File: config.mk
export PLATFORM = sky130hd
export DESIGN_NAME = alu_seq
export DESIGN_NICKNAME = d
export VERILOG_FILES = /design/src/rtl/alu_seq.sv
export SDC_FILE = /design/constraint.sdc
export NUM_CORES = 1
export LEC_CHECK = 0
export ABC_AREA = 0
export CAP_MARGIN = 20
export CORE_MARGIN = 5
export CORE_UTILIZATION = 55
export CTS_BUF_LIST = sky130_fd_sc_hd__clkbuf_16
export CTS_CLUSTER_DIAMETER = 150
export CTS_CLUSTER_SIZE = 10
export DETAILED_ROUTE_END_ITERATION = 16
export GPL_TIMING_DRIVEN = 0
export PLACE_DENSITY = 0.84
export SETUP_SLACK_MARGIN = 0.2
export SLEW_MARGIN = 0
export SYNTH_ARGS = -nofsm -noshare
export SYNTH_HDL_FRONTEND = slang
export SYNTH_SLANG_ARGS = --single-unit
File: constraint.sdc
create_clock -name clk_i -period 5 [get_ports clk_i]
set_clock_uncertainty 0.15 [all_clocks]
set_input_delay 1.5 -clock clk_i [delete_from_list [all_inputs] [get_ports clk_i]]
set_output_delay 1.5 -clock clk_i [all_outputs]
set_load 0.01 [all_outputs]
File: src/rtl/alu_seq.sv
// alu_seq -- multi-cycle ALU with an iterative one-bit-per-cycle shifter.
//
// Single-cycle ops (FWD, ADD, AND, OR) complete on the accept edge. Shift and
// rotate ops (SLL, SRL, SRA, ROR) load the operand into a shift register and
// step it one bit per clock until the counter runs out.
//
// Ports:
//   clk_i      clock; all state updates on the rising edge
//   rst_ni     asynchronous active-low reset
//   start_i    operation request, sampled on a rising edge while busy_o=0
//   select_i   opcode: 000 FWD, 001 ADD, 010 AND, 011 OR,
//                      100 SLL, 101 SRL, 110 SRA, 111 ROR
//   data1_i    operand A (value to be shifted for shift/rotate ops)
//   data2_i    operand B (shift amount for shift/rotate ops)
//   busy_o     high while a shift/rotate is iterating
//   done_o     one-cycle pulse: result_o, zero_o and carry_o were just updated
//   result_o   registered result, held until the next completion
//   zero_o     registered, equals ~|result_o
//   carry_o    registered carry-out of ADD, 0 for every other op
module alu_seq #(
  parameter int WIDTH = 8
) (
  input  logic             clk_i,
  input  logic             rst_ni,
  input  logic             start_i,
  input  logic [2:0]       select_i,
  input  logic [WIDTH-1:0] data1_i,
  input  logic [WIDTH-1:0] data2_i,
  output logic             busy_o,
  output logic             done_o,
  output logic [WIDTH-1:0] result_o,
  output logic             zero_o,
  output logic             carry_o
);

  // Counter must be able to hold WIDTH itself (clamped SLL/SRL/SRA count).
  localparam int SH_W  = $clog2(WIDTH);
  localparam int CNT_W = SH_W + 1;
  localparam logic [WIDTH-1:0] WIDTH_V = WIDTH'(WIDTH);

  // Low two opcode bits select the shift flavour once select_i[2] is set.
  localparam logic [1:0] OP_SLL = 2'b00;
  localparam logic [1:0] OP_SRL = 2'b01;
  localparam logic [1:0] OP_SRA = 2'b10;
  localparam logic [1:0] OP_ROR = 2'b11;

  typedef enum logic {
    S_IDLE  = 1'b0,
    S_SHIFT = 1'b1
  } state_t;

  state_t           state_q;
  logic [1:0]       op_q;
  logic [WIDTH-1:0] shreg_q;
  logic [CNT_W-1:0] cnt_q;
  logic             done_q;
  logic [WIDTH-1:0] result_q;
  logic             zero_q;
  logic             carry_q;

  logic [WIDTH:0]   sum_d;
  logic [WIDTH-1:0] alu_d;
  logic             alu_carry_d;
  logic [CNT_W-1:0] n_d;
  logic [WIDTH-1:0] step_d;

  // Single-cycle ALU results and the shift count, from the live inputs.
  always_comb begin
    sum_d       = {1'b0, data1_i} + {1'b0, data2_i};
    alu_d       = data2_i;
    alu_carry_d = 1'b0;
    case (select_i[1:0])
      2'b00: alu_d = data2_i;
      2'b01: begin
        alu_d       = sum_d[WIDTH-1:0];
        alu_carry_d = sum_d[WIDTH];
      end
      2'b10: alu_d = data1_i & data2_i;
      2'b11: alu_d = data1_i | data2_i;
      default: alu_d = data2_i;
    endcase

    // ROR wraps the count; the plain shifts saturate at WIDTH, since any
    // larger amount gives the same result as shifting by WIDTH.
    if (select_i[1:0] == OP_ROR) begin
      n_d = {1'b0, data2_i[SH_W-1:0]};
    end else if (data2_i >= WIDTH_V) begin
      n_d = CNT_W'(WIDTH);
    end else begin
      n_d = {1'b0, data2_i[SH_W-1:0]};
    end
  end

  // One-bit step of the latched shift flavour.
  always_comb begin
    step_d = shreg_q;
    case (op_q)
      OP_SLL: step_d = {shreg_q[WIDTH-2:0], 1'b0};
      OP_SRL: step_d = {1'b0, shreg_q[WIDTH-1:1]};
      OP_SRA: step_d = {shreg_q[WIDTH-1], shreg_q[WIDTH-1:1]};
      OP_ROR: step_d = {shreg_q[0], shreg_q[WIDTH-1:1]};
      default: step_d = shreg_q;
    endcase
  end

  always_ff @(posedge clk_i or negedge rst_ni) begin
    if (!rst_ni) begin
      state_q  <= S_IDLE;
      op_q     <= 2'b00;
      shreg_q  <= '0;
      cnt_q    <= '0;
      done_q   <= 1'b0;
      result_q <= '0;
      zero_q   <= 1'b1;
      carry_q  <= 1'b0;
    end else begin
      done_q <= 1'b0;
      case (state_q)
        S_IDLE: begin
          if (start_i) begin
            if (!select_i[2]) begin
              result_q <= alu_d;
              zero_q   <= ~|alu_d;
              carry_q  <= alu_carry_d;
              done_q   <= 1'b1;
            end else begin
              op_q    <= select_i[1:0];
              shreg_q <= data1_i;
              cnt_q   <= n_d;
              if (n_d == '0) begin
                // Zero-length shift completes like a single-cycle op.
                result_q <= data1_i;
                zero_q   <= ~|data1_i;
                carry_q  <= 1'b0;
                done_q   <= 1'b1;
              end else begin
                state_q <= S_SHIFT;
              end
            end
          end
        end
        S_SHIFT: begin
          // start_i is deliberately not looked at here: requests while
          // busy are dropped, not queued.
          shreg_q <= step_d;
          cnt_q   <= cnt_q - CNT_W'(1);
          if (cnt_q == CNT_W'(1)) begin
            result_q <= step_d;
            zero_q   <= ~|step_d;
            carry_q  <= 1'b0;
            done_q   <= 1'b1;
            state_q  <= S_IDLE;
          end
        end
        default: state_q <= S_IDLE;
      endcase
    end
  end

  assign busy_o   = (state_q == S_SHIFT);
  assign done_o   = done_q;
  assign result_o = result_q;
  assign zero_o   = zero_q;
  assign carry_o  = carry_q;

endmodule

; Word-level counts from Yosys, hierarchy flattened
; Cells that the tools add are included.
[totals]
regBits = 26
elab_cells = 73
inputBits = 22
[op_classes]
add_sub_neg = 2
eq_ne = 11
bitwise = 3
n_reduce_logical = 12
mux = 36
n_lt_le_gt_ge = 1
[ops]
columns = op, count
row1 = one-hot mux 8 bit (4 select lines), 2
row2 = 2-to-1 mux 8 bit, 6
row3 = one-hot mux 8 bit (2 select lines), 2
row4 = OR reduction 8 bit, 3
row5 = 2-to-1 mux 1 bit, 17
row6 = 2-to-1 mux 4 bit, 4
row7 = adder 8 x 8 -> 9 bit, 1
row8 = bitwise AND 8 bit, 1
row9 = "equality test 2 bit, second input constant", 4
row10 = "greater-or-equal comparator 8 x 4 -> 1 bit, second input constant", 1
row11 = bitwise OR 8 bit, 1
row12 = one-hot mux 1 bit (2 select lines), 4
row13 = one-hot mux 4 bit (2 select lines), 1
row14 = AND reduction 3 bit, 2
row15 = "equality test 2 x 1 -> 1 bit, second input constant", 2
row16 = "equality test 4 x 1 -> 1 bit, second input constant", 1
row17 = logical NOT 2 bit, 2
row18 = logical NOT 4 bit, 1
row19 = "inequality test 2 bit, second input constant", 2
row20 = "subtractor 4 x 1 -> 4 bit, second input constant", 1
row21 = logical NOT 1 bit, 3
row22 = "inequality test 3 bit, second input constant", 1
row23 = "inequality test 2 x 1 -> 1 bit, second input constant", 1
row24 = AND reduction 2 bit, 1
row25 = inverter 1 bit, 1

; Depth between registers and ports, before layout
[depth]
ltp_word = 8
depth_mapped = 8

; Worst setup path before layout
; No wires, ideal clock.
[synth_path]
path_kind = input to register
from = input port data1_i[0]
to = register zero_q, in the netlist zero_o
t_arrival_ns = 3.594
setup_ns = 0.072
stages = 8
n_path_buf = 0
t_required_ns = 4.778
slack_ns = 1.184
path_cell_list = ha_1 -> fa_1 -> xor2_1 -> mux4_2 -> nor3_2 -> nand2_1 -> or4b_1 -> o21ai_1
[synth_between]
elab_chain_cells = 7
[synth_lines]
columns = element, line
row1 = "start, declared", 27  ; input logic [WIDTH-1:0] data1_i,
row2 = adder 8 x 8 -> 9 bit (tied with other cells), 69  ; sum_d = {1'b0, data1_i} + {1'b0, data2_i};
row3 = one-hot mux 8 bit (4 select lines), 72  ; case (select_i[1:0])
row4 = OR reduction 8 bit, 123  ; zero_q <= ~|alu_d;
row5 = logical NOT 1 bit, 123
row6 = 2-to-1 mux 1 bit (*), 121  ; if (!select_i[2]) begin
row7 = 2-to-1 mux 1 bit (*), 120  ; if (start_i) begin
row8 = one-hot mux 1 bit (2 select lines) (*), 118  ; case (state_q)
row9 = "end signal, assigned", 123
row10 = "end signal, assigned", 133  ; zero_q <= ~|data1_i;
row11 = "end signal, assigned", 149  ; zero_q <= ~|step_d;
row12 = "end, declared", 58  ; logic zero_q;
; Every way passes the cells marked *; elsewhere a longest branch is shown, timed or not. The select of a mux whose other input is x is not followed.
; A chain may end at the register's enable or synchronous reset.

; Worst setup path after layout
[layout_path]
from = input port data2_i[0]
to = register zero_q, in the netlist zero_o
[layout_between]
elab_chain_cells = 7
[layout_lines]
columns = element, line
row1 = "start, declared", 28  ; input logic [WIDTH-1:0] data2_i,
row2 = adder 8 x 8 -> 9 bit (tied with other cells), 69
row3 = one-hot mux 8 bit (4 select lines), 72
row4 = OR reduction 8 bit, 123
row5 = logical NOT 1 bit, 123
row6 = 2-to-1 mux 1 bit, 121
row7 = 2-to-1 mux 1 bit, 120
row8 = one-hot mux 1 bit (2 select lines), 118
; Several ways; a longest one is shown, not always the timed one. The select of a mux whose other input is x is not followed.

==> key figures <==
Setup path
  – WP buf/inv: 1
  – Worst setup SP type: input pin
  – Crit path max-delay family: compound AO/OA/AOI/OAI gates
  – Worst EP arrival: 4.29 ns
  – Worst path required time: 5.04 ns
  – Reg2reg start: cnt_q[1]
  – CP max stage cell: clkdlybuf4s50_1
  – Crit path from: data2_i[0]
  – Worst path max stage delay: 0.49 ns
  – Crit-path cells: clkdlybuf4s50_1 > ha_1 > fa_1 > a21o_2 > a221oi_1 > xnor2_1 > o221ai_1 > or4b_1 > o21ai_1
  – Critical path peak fanout: 5
  – Crit path capture type: flop
  – Crit Path Category: input pin to flop

Timing
  – Hold Vio Cnt, Final: 0
  – Setup TNS: 0 ns
  – Slew margin rel.: 46.8%
  – Final setup margin: 0.756 ns
  – Final Max Slew Viols: 0
  – RSZ-0062 raised after global routing: false
  – Fin crit share: 84.9%
  – Worst-margin pin slew: 0.795 ns
  – Fmax: 0.236 GHz
  – Fin crit period: 4.24 ns
  – # setup viols final: 0

Logic synthesis
  – Cell Area, Synth: 2190 sq um
  – Syn Area/Cell: 8.47 sq um
  – Ys flop type: dfrtp_1
  – Post-Syn Nets: 300
  – Register bit total from synthesis: 26
  – Synth async-reset ratio: 100%
  – Post-synth top area cell: dfrtp_1
  – Mapped Cells: 259
  – Register area share after synthesis: 29.7%
  – Synth top area share: 28.5%
  – Ys Warns: 0
  – Synth cell count leaders: 27 x inv_1, 27 x nor2_1, 25 x dfrtp_1, 22 x a21oi_1, 18 x ha_1
  – Main area contributors after synthesis: dfrtp_1 29%, ha_1 10%, a21oi_1 5.0%, inv_1 4.6%, nor2_1 4.6%
  – Post-synth EDFFs: 0
  – Post-synthesis cell type count: 54

Route
  – DRC viols: 0
  – Vias: 2136
  – WL/cell: 17.1 microns
  – Pre-antenna DRT Iters: 6
  – Violation count after the first detailed-route iteration: 263
  – Routed wire length: 5940 microns
  – Remaining antenna violation count after routing: 0
  – Via/cell ratio: 6.16

Global routing
  – First-pass GRT wire length: 10000 microns
  – Grt ovf: 0
  – Antenna violations before repair: 0
  – Vias in the first global route: 2046
  – Largest net degree at the start of global routing: 18
  – Total GRT Usage: 23.8%

Clock tree
  – Clk root buf: clkbuf_16
  – CTS buffer count: 3
  – Post-CTS Hold Buffers: 0
  – Post CTS Setup Buffer Count: 0
  – CTS tree: done
  – H-tree depth: 1
  – Post-CTS sizing: 0
  – Reg clk slew, reported paths: 0.07 ns
  – Worst-Skew Late Latency: 0.26 ns
  – CTS Buffer Depth: 2
  – CTS Sinks: 26

Die
  – Die Height: 73.2 microns
  – Initial Utilization: 55.7%
  – DIE WIDTH: 73.2 microns
  – I/O pins: 34
  – Core ar.: 3940 sq um
  – Die Area: 5350 sq um
  – Core Rows: 23

Power and ir drop
  – Lkg Pwr: 1.17 nW
  – Worst vdd ir: 0.000183 V
  – Pwr dens: 441 nW/um^2

Place
  – PortBufs: 33
  – Dpl hpwl: 4650 microns
  – Placed Cells incl. Taps: 343
  – Gpl congestion: 0.926
  – Place WS: 0.491 ns

Finish
  – Share of layout cells above drive strength 1: 6.40%
  – N_diodes: 0
  – Post-Layout Cell Count: 347
  – Final net count: 339
  – Syn-to-layout area delta: 22.7%

Min path
  – Hold path start: result_o[2]
  – Hold Crit Class: flop to flop

Outcome
  – Outcome: completed

Job
  – Max cap viols: 0
-- path summary, 6_finish.rpt --
path	end	slack, ns	cells past startpoint
worst min register to register	result_o[2]	0.36	1
worst min-delay path	result_o[2]	0.36	1
max in group asynchronous	done_o	2.75	2
min in group asynchronous	busy_o	1.46	1
worst max register to register	zero_o	2.85	8
worst max-delay path	zero_o	0.76	9
-- cell type report --
class | count | area, sq um
multi-input combinational | 194 | 1370
fill | 327 | 1250
sequential | 26 | 652
timing repair buffer | 34 | 358
inverter | 27 | 101
buffer | 12 | 76.3
clock buffer | 3 | 75.1
tap | 50 | 62.6
clock inverter | 1 | 3.75
-- cells by family after synthesis --
group / count (synthesis) / synth area share, %
buffers and inverters: 39 / 8.10
XOR/XNOR: 5 / 2.00
flip-flops: 26 / 29.7
adder cells (fa/ha/maj): 19 / 11.2
multiplexers: 13 / 7.81
AO/OA/AOI/OAI: 81 / 24.4
AND/OR/NAND/NOR: 76 / 16.8
-- where the power goes --
part           internal (mW)  switching (mW)  leakage (nW)
Sequential             0.313          0.0896         0.301
Clock                  0.107          0.0730        0.0423
Combinational          0.288           0.316         0.831
Total                  0.708           0.479          1.17
-- cells in the final DEF (no fill, tap or decap), drive strengths merged, types with 5 or more instances in the layout --
master,n
a211oi,9
a21oi,22
buf,6
clkbuf,10
clkdlybuf4s50,33
dfrtp,25
ha,18
inv,28
mux2i,7
nand2,15
nand3,9
nor2,27
nor3,5
o211ai,5
o21ai,15
-- layer usage --
metal | global-route usage (%) | share of wire (%)
met5 | 0 | 0
met1 | 32.1 | 43
met3 | 2.62 | 6.9
met2 | 39.4 | 48
met4 | 8.20 | 2.4
-- registers in the layout, summed over array words and instances, names as in the netlist --
signal,cells
result_o,8
shreg_q,8
cnt_q,4
op_q,2
busy_o,1
carry_o,1
done_o,1
zero_o,1
-- stage by stage --
stage	area, sq um	utilization (%)	hold slack, ns	power, mW
finish	2690	68.3	0.358	1.19
global route	2690	68.3	0.383	1.27
CTS	2690	68.3	0.362	1.17
detailed placement	2620	66.3	0.348	0.994
global placement	2590	65.6	0.342	0.973
floorplan	2190	-	0.329	0.772
-- worst reg2reg max path: stages, from the launching register on --
cell and delay, ns:
dfrtp_1 0.40, inv_1 0.09, ha_1 0.15, and3_1 0.26, a211o_1 0.14, buf_6 0.15, o221ai_1 0.12, or4b_1 0.49
o21ai_1 0.13
Note: power is estimated with default switching activity, not from simulation.
